$ cat config.mk
export PLATFORM = sky130hd
export DESIGN_NAME = dmem_arbiter
export DESIGN_NICKNAME = d
export VERILOG_FILES = /design/src/rtl/dmem_arbiter.sv
export SDC_FILE = /design/constraint.sdc
export NUM_CORES = 1
export LEC_CHECK = 0
export CAP_MARGIN = 20
export CORE_ASPECT_RATIO = 0.5
export CORE_UTILIZATION = 35
export CTS_CLUSTER_DIAMETER = 80
export DETAILED_ROUTE_END_ITERATION = 10
export PLACE_DENSITY = 0.86
export SYNTH_ARGS = -nofsm -noshare
export SYNTH_HDL_FRONTEND = slang
export SYNTH_SLANG_ARGS = --single-unit
$ cat constraint.sdc
create_clock -name CLK -period 3.99 [get_ports CLK]
set_input_delay 0.798 -clock CLK [delete_from_list [all_inputs] [get_ports CLK]]
set_output_delay 0.798 -clock CLK [all_outputs]
set_load 0.005 [all_outputs]
$ cat src/rtl/dmem_arbiter.sv
// Purpose : arbitrates one data-memory port between the pipeline MEM stage and a DMA/loader burst engine.
// Latency : pipeline path is combinational (zero cycles); a granted burst starts one cycle after the request is seen.
// Backpressure: pipeline is held via P_Stall during bursts; DMA waits until the pipeline is idle or has won STARVE_MAX+1 cycles.
//
// Ports:
//   CLK, Reset            clock (state on falling edge), synchronous active-high reset
//   P_Req/P_Wr/P_Addr/P_WData -> P_Stall          pipeline access and its hold signal
//   D_Req/D_Wr/D_Addr/D_Len/D_WData -> D_Idx/D_Ack/D_Done   burst request and per-word handshake
//   M_Read/M_Write/M_Addr/M_WData/M_Sel           memory port; M_Sel steers read data (0 pipe, 1 DMA)
module dmem_arbiter #(
  parameter int ADDR_W     = 6,
  parameter int DATA_W     = 32,
  parameter int STARVE_MAX = 4,
  parameter int BURST_MAX  = 4
) (
  input  logic              CLK,
  input  logic              Reset,
  input  logic              P_Req,
  input  logic              P_Wr,
  input  logic [ADDR_W-1:0] P_Addr,
  input  logic [DATA_W-1:0] P_WData,
  output logic              P_Stall,
  input  logic              D_Req,
  input  logic              D_Wr,
  input  logic [ADDR_W-1:0] D_Addr,
  input  logic [2:0]        D_Len,
  input  logic [DATA_W-1:0] D_WData,
  output logic [2:0]        D_Idx,
  output logic              D_Ack,
  output logic              D_Done,
  output logic              M_Read,
  output logic              M_Write,
  output logic [ADDR_W-1:0] M_Addr,
  output logic [DATA_W-1:0] M_WData,
  output logic              M_Sel
);

  localparam logic [0:0] PIPE = 1'b0;
  localparam logic [0:0] DMA  = 1'b1;
  localparam int CNT_W = (STARVE_MAX < 1) ? 1 : $clog2(STARVE_MAX + 1);

  logic [0:0]        state;
  logic [CNT_W-1:0]  cnt;
  logic [2:0]        idx;
  logic [2:0]        lastIdx;
  logic [ADDR_W-1:0] baseAddr;
  logic              burstWr;

  logic [3:0]        lenEff;
  logic [2:0]        lenLastIdx;
  logic              starveHit;
  logic              grant;
  logic              lastWord;
  logic [ADDR_W-1:0] dmaAddr;

  // Effective burst length: 0 encodes a single word, anything past BURST_MAX is clamped.
  always_comb begin
    lenEff = (D_Len == 3'd0) ? 4'd1 : {1'b0, D_Len};
    if (lenEff > 4'(BURST_MAX)) begin
      lenEff = 4'(BURST_MAX);
    end
    lenLastIdx = 3'(lenEff - 4'd1);
  end

  // An idle pipeline yields at once; a busy one yields after winning STARVE_MAX+1 cycles.
  assign starveHit = (cnt == CNT_W'(STARVE_MAX));
  assign grant     = (state == PIPE) && D_Req && (!P_Req || starveHit);
  assign lastWord  = (state == DMA) && (idx == lastIdx);
  // Natural ADDR_W-bit overflow gives the wrap past the top address.
  assign dmaAddr   = baseAddr + ADDR_W'(idx);

  always_ff @(negedge CLK) begin
    if (Reset) begin
      state    <= PIPE;
      cnt      <= '0;
      idx      <= '0;
      lastIdx  <= '0;
      baseAddr <= '0;
      burstWr  <= 1'b0;
    end else begin
      case (state)
        PIPE: begin
          if (grant) begin
            state    <= DMA;
            cnt      <= '0;
            idx      <= '0;
            lastIdx  <= lenLastIdx;
            baseAddr <= D_Addr;
            burstWr  <= D_Wr;
          end else if (D_Req && P_Req) begin
            cnt <= cnt + CNT_W'(1);
          end else begin
            cnt <= '0;
          end
        end
        DMA: begin
          // D_Req is deliberately not looked at: a started burst always completes.
          if (lastWord) begin
            state <= PIPE;
            cnt   <= '0;
            idx   <= '0;
          end else begin
            idx <= idx + 3'd1;
          end
        end
        default: begin
          state <= PIPE;
          cnt   <= '0;
          idx   <= '0;
        end
      endcase
    end
  end

  always_comb begin
    M_Read  = P_Req & ~P_Wr;
    M_Write = P_Req & P_Wr;
    M_Addr  = P_Addr;
    M_WData = P_WData;
    M_Sel   = 1'b0;
    P_Stall = 1'b0;
    D_Ack   = 1'b0;
    D_Done  = 1'b0;
    D_Idx   = idx;
    if (state == DMA) begin
      M_Read  = ~burstWr;
      M_Write = burstWr;
      M_Addr  = dmaAddr;
      M_WData = D_WData;
      M_Sel   = 1'b1;
      P_Stall = P_Req;
      D_Ack   = 1'b1;
      D_Done  = lastWord;
    end
  end

endmodule

==> reports/results.md <==
| Stage | Parameter | Reported |
|---|---|---|
| run status | Status | complete, but fails checks |
| run status | Violations in the final reports | setup timing |
| place | Half-perimeter wire length after detailed placement | 5260 um |
| global routing | Antenna violations before repair | 0 |
| logic synthesis | Share of the yosys chip area belonging to registers | 21.8% |
| logic synthesis | Top-area cell type share of the netlist area | 26.0% |
| power and ir drop | Proportion of power drawn by flip-flops and latches | 22.0% |
| floorplan | Row Count | 16 |
| final layout | Layout-stage area growth over the synthesis result | 141% |
| route | Average wire per standard cell | 26.2 um |
| final layout | Total number of nets in the final design | 464 |
| floorplan | Die outline width | 96.4 um |
| timing | Endpoints failing setup | 43 |
| route | Via count | 2616 |
| hold path | Path class of the lowest-slack min-delay path | reg -> reg |
| worst setup path | Worst setup path category | reg -> out |
| logic synthesis | Synthesized net count | 263 |
| power and ir drop | Psw | 0.319 mW |
| clocking | Clk Latency, worst-skew pair | 0.37 ns |
| worst setup path | Category of the worst setup path launch point | flip-flop |
| logic synthesis | Cell variety after synth | 43 |
| power and ir drop | Switch share | 37.3% |
| timing | Number of slew-limit violations in the final report | 0 |
| route | Number of nets with antenna violations after detailed routing | 0 |
| global routing | Total congestion overflow after global routing | 0 |
| route | Detailed-router iteration count before antenna repair | 5 |
| final layout | Commonest cells after routing, fill and taps aside | 84 x clkdlybuf4s50_1, 38 x buf_4, 35 x buf_6 |
| final layout | Combined area of the multi-input logic cells | 1340 um^2 |
| logic synthesis | Post-Synthesis Cells | 170 |
| floorplan | I/O pin count | 132 |
| power and ir drop | Clock power share | 27.5% |
| clocking | TritonCTS clock tree | built |
| logic synthesis | Cell types occupying the most area after synthesis | mux2_2 26%, dfxtp_1 22%, ha_1 5.6%, o31ai_1 3.8%, inv_1 3.1% |
| floorplan | Core area | 4080 um^2 |
| clocking | Reg clk slew, reported paths | 0.06 ns |
| logic synthesis | Flip-flop cell with the highest count after synthesis | dfxtp_1 |
| power and ir drop | Proportion of power drawn by combinational gates | 50.5% |
| place | Buffers added on ports | 131 |
| worst setup path | Reg-to-reg slack, setup | 2.10 ns |
| route | Vias per cell | 6.17 |
| logic synthesis | Ys Warns | 0 |
| place | Number of placed instances with taps included | 375 |
| worst setup path | Kind of capture point of the worst setup path | output pin |
| clocking | Maximum clock path buffer count | 2 |
| worst setup path | Required @ worst endpoint | 3.19 ns |
| final layout | Register cell area after layout | 357 um^2 |
| timing | Largest clock skew in the final design | 0.0467 ns |
| floorplan | Total Die Area | 4740 um^2 |
| floorplan | Vert. Die Dim | 49.2 um |
| global routing | All-layer global routing usage | 34.6% |
| final layout | Leading cell type in the layout, fill and taps excluded | clkdlybuf4s50_1 |
| logic synthesis | Flop and latch count out of synthesis | 17 |
| power and ir drop | Power per cell area | 227 nW/um^2 |
| worst setup path | Endpoint arrival time on the critical path | 3.86 ns |
| timing | Count of endpoints failing hold in the final timing report | 0 |
| clocking | Clock buffer count from CTS | 3 |
| route | Remaining DRCs | 0 |
| timing | Least setup slack across all paths after layout | -0.667 ns |
| global routing | Global-route wire length before repair | 12100 um |
| final layout | Non-filler instance count after layout | 424 |
| global routing | Largest net degree at the start of global routing | 23 |
| floorplan | Starting density of the core | 38.2% |
| clocking | Clock net sink count | 17 |
| final layout | Layout cell share with drive strength beyond 1 | 45.9% |
| place | Placement-stage worst setup slack | -0.606 ns |
| power and ir drop | P_int | 0.535 mW |
| logic synthesis | EDFF count, synth | 0 |
| power and ir drop | Leak | 1.74 nW |
| final layout | Inserted Diodes | 0 |
| timing | Worst slew pin tran | 0.385 ns |
| power and ir drop | Worst supply voltage drop on vdd | 0.132 mV |
| logic synthesis | Post-synthesis cell area | 1560 um^2 |
| timing | Unrepaired setup endpoints after global routing | true |
| clocking | Buffer type at the clock tree root | clkbuf_8 |
| route | Number of design-rule violations left by the first detailed-router iteration | 235 |
| run | Max-cap violations | 0 |
| global routing | Via count of the first global-routing pass | 2411 |
| route | Total Routed Length | 11100 um |
| timing | Worst rel slew slack | 74.3% |
| worst setup path | Biggest fanout along the worst timing path | 2 |
| logic synthesis | Share of flip-flops with an asynchronous set or reset after synthesis | 0% |
| place | Routability cong. | 0.858 |
| final layout | Number of inserted filler cells in the final layout | 124 |
| logic synthesis | Syn_area_per_cell | 9.18 um^2 |
| clocking | # H-tree levels | 1 |
| logic synthesis | Cell accounting for the most synthesized area | mux2_2 |
==> cells in the mapped netlist (2+ instances only) <==
library cell  number
nor2_1             2
nand2_1            6
inv_1             13
a22o_1             2
a21oi_1            9
buf_4              3
nand2b_1           3
nor3_1             3
xor2_1             3
o31ai_1            8
nor2b_1            3
o21ai_0            3
buf_2              6
nand3_1            2
o2111ai_1          2
nand4_1            7
and2b_1            2
mux2_2            36
a211oi_1           4
dfxtp_1           17
ha_1               7
a31oi_1            4
xnor2_1            5
==> state kept, by name, indices dropped and copies added (netlist names) <==
signal,count
D_Idx,3
baseAddr,6
burstWr,1
cnt,3
lastIdx,3
state,1
==> worst paths after layout <==
check	cells past startpoint	end	start
setup / recovery	7	M_Addr[4]	D_Idx[0]
setup reg to reg	8	state	D_Idx[0]
hold reg to reg	2	baseAddr[2]	baseAddr[2]
hold / removal	2	baseAddr[2]	baseAddr[2]
==> kinds of logic (layout without fill, tap and decap cells) <==
group	Yosys count	count (layout)	share of synthesized area (%)
and+or+nand+nor	32	32	11.7
adders and majority gates	8	8	6.90
buffers and inverters	24	224	7.46
xor gates and xnor gates	8	8	4.49
AOI/OAI and AO/OA	45	45	21.7
muxes	36	36	26.0
DFF	17	17	21.8
==> timing repair <==
action                                  CTS  global route
cloned                                    1             3
hold buffers                              0             0
resized for setup                       177            90
setup buffers                            15            16
endpoints found under the setup margin   47            45
pin swaps                                11            12
==> metrics by stage <==
| step | util (%) | power (mW) | area, um^2 | setup TNS (ns) | hold WS (ns) |
|---|---|---|---|---|---|
| 6_report | 91.9 | 0.853 | 3750 | -14.31 | 0.513 |
| 5_1_grt | 91.9 | 0.869 | 3750 | -15.14 | 0.521 |
| 4_1_cts | 85.2 | 0.734 | 3480 | -12.40 | 0.491 |
| 3_5_place_dp | 77.6 | 0.533 | 3170 | -10.41 | 0.485 |
| 3_3_place_gp | 77.6 | 0.525 | 3170 | -9.34 | 0.472 |
| 2_1_floorplan | - | 0.325 | 1600 | -0.164 | 0.453 |
==> per-layer routing <==
layer	track usage [%]	routed length, um
met2	62.3	5070
met1	37.6	3830
met4	16.7	844
met5	0	0
met3	9.03	1380
==> power groups by stage <==
stage | sequential, mW | combinational (mW) | clock (mW)
CTS | 0.186 | 0.333 | 0.215
global placement | 0.188 | 0.310 | 0.0276
global route | 0.187 | 0.441 | 0.240
detailed placement | 0.188 | 0.317 | 0.0276
finish | 0.188 | 0.431 | 0.235
floorplan | 0.188 | 0.109 | 0.0276
==> critical path, cell delays in order, from the launching register on <==
cell	delay, ns
dfxtp_4	0.37
ha_4	0.16
inv_2	0.04
fa_2	0.37
nor2b_2	0.17
o2111ai_1	0.15
o221ai_2	0.09
buf_2	0.14
==> final cells by class <==
class                   instances  share of cell area (%)
inverters                      12                    1.33
flip-flops and latches         17                    9.50
well taps                      54                    1.80
multi-input cells             129                    35.6
clock inverters                18                    1.80
repair buffers                191                    48.9
clock buffers                   3                    1.10
Power figures use the tool's default switching activity.
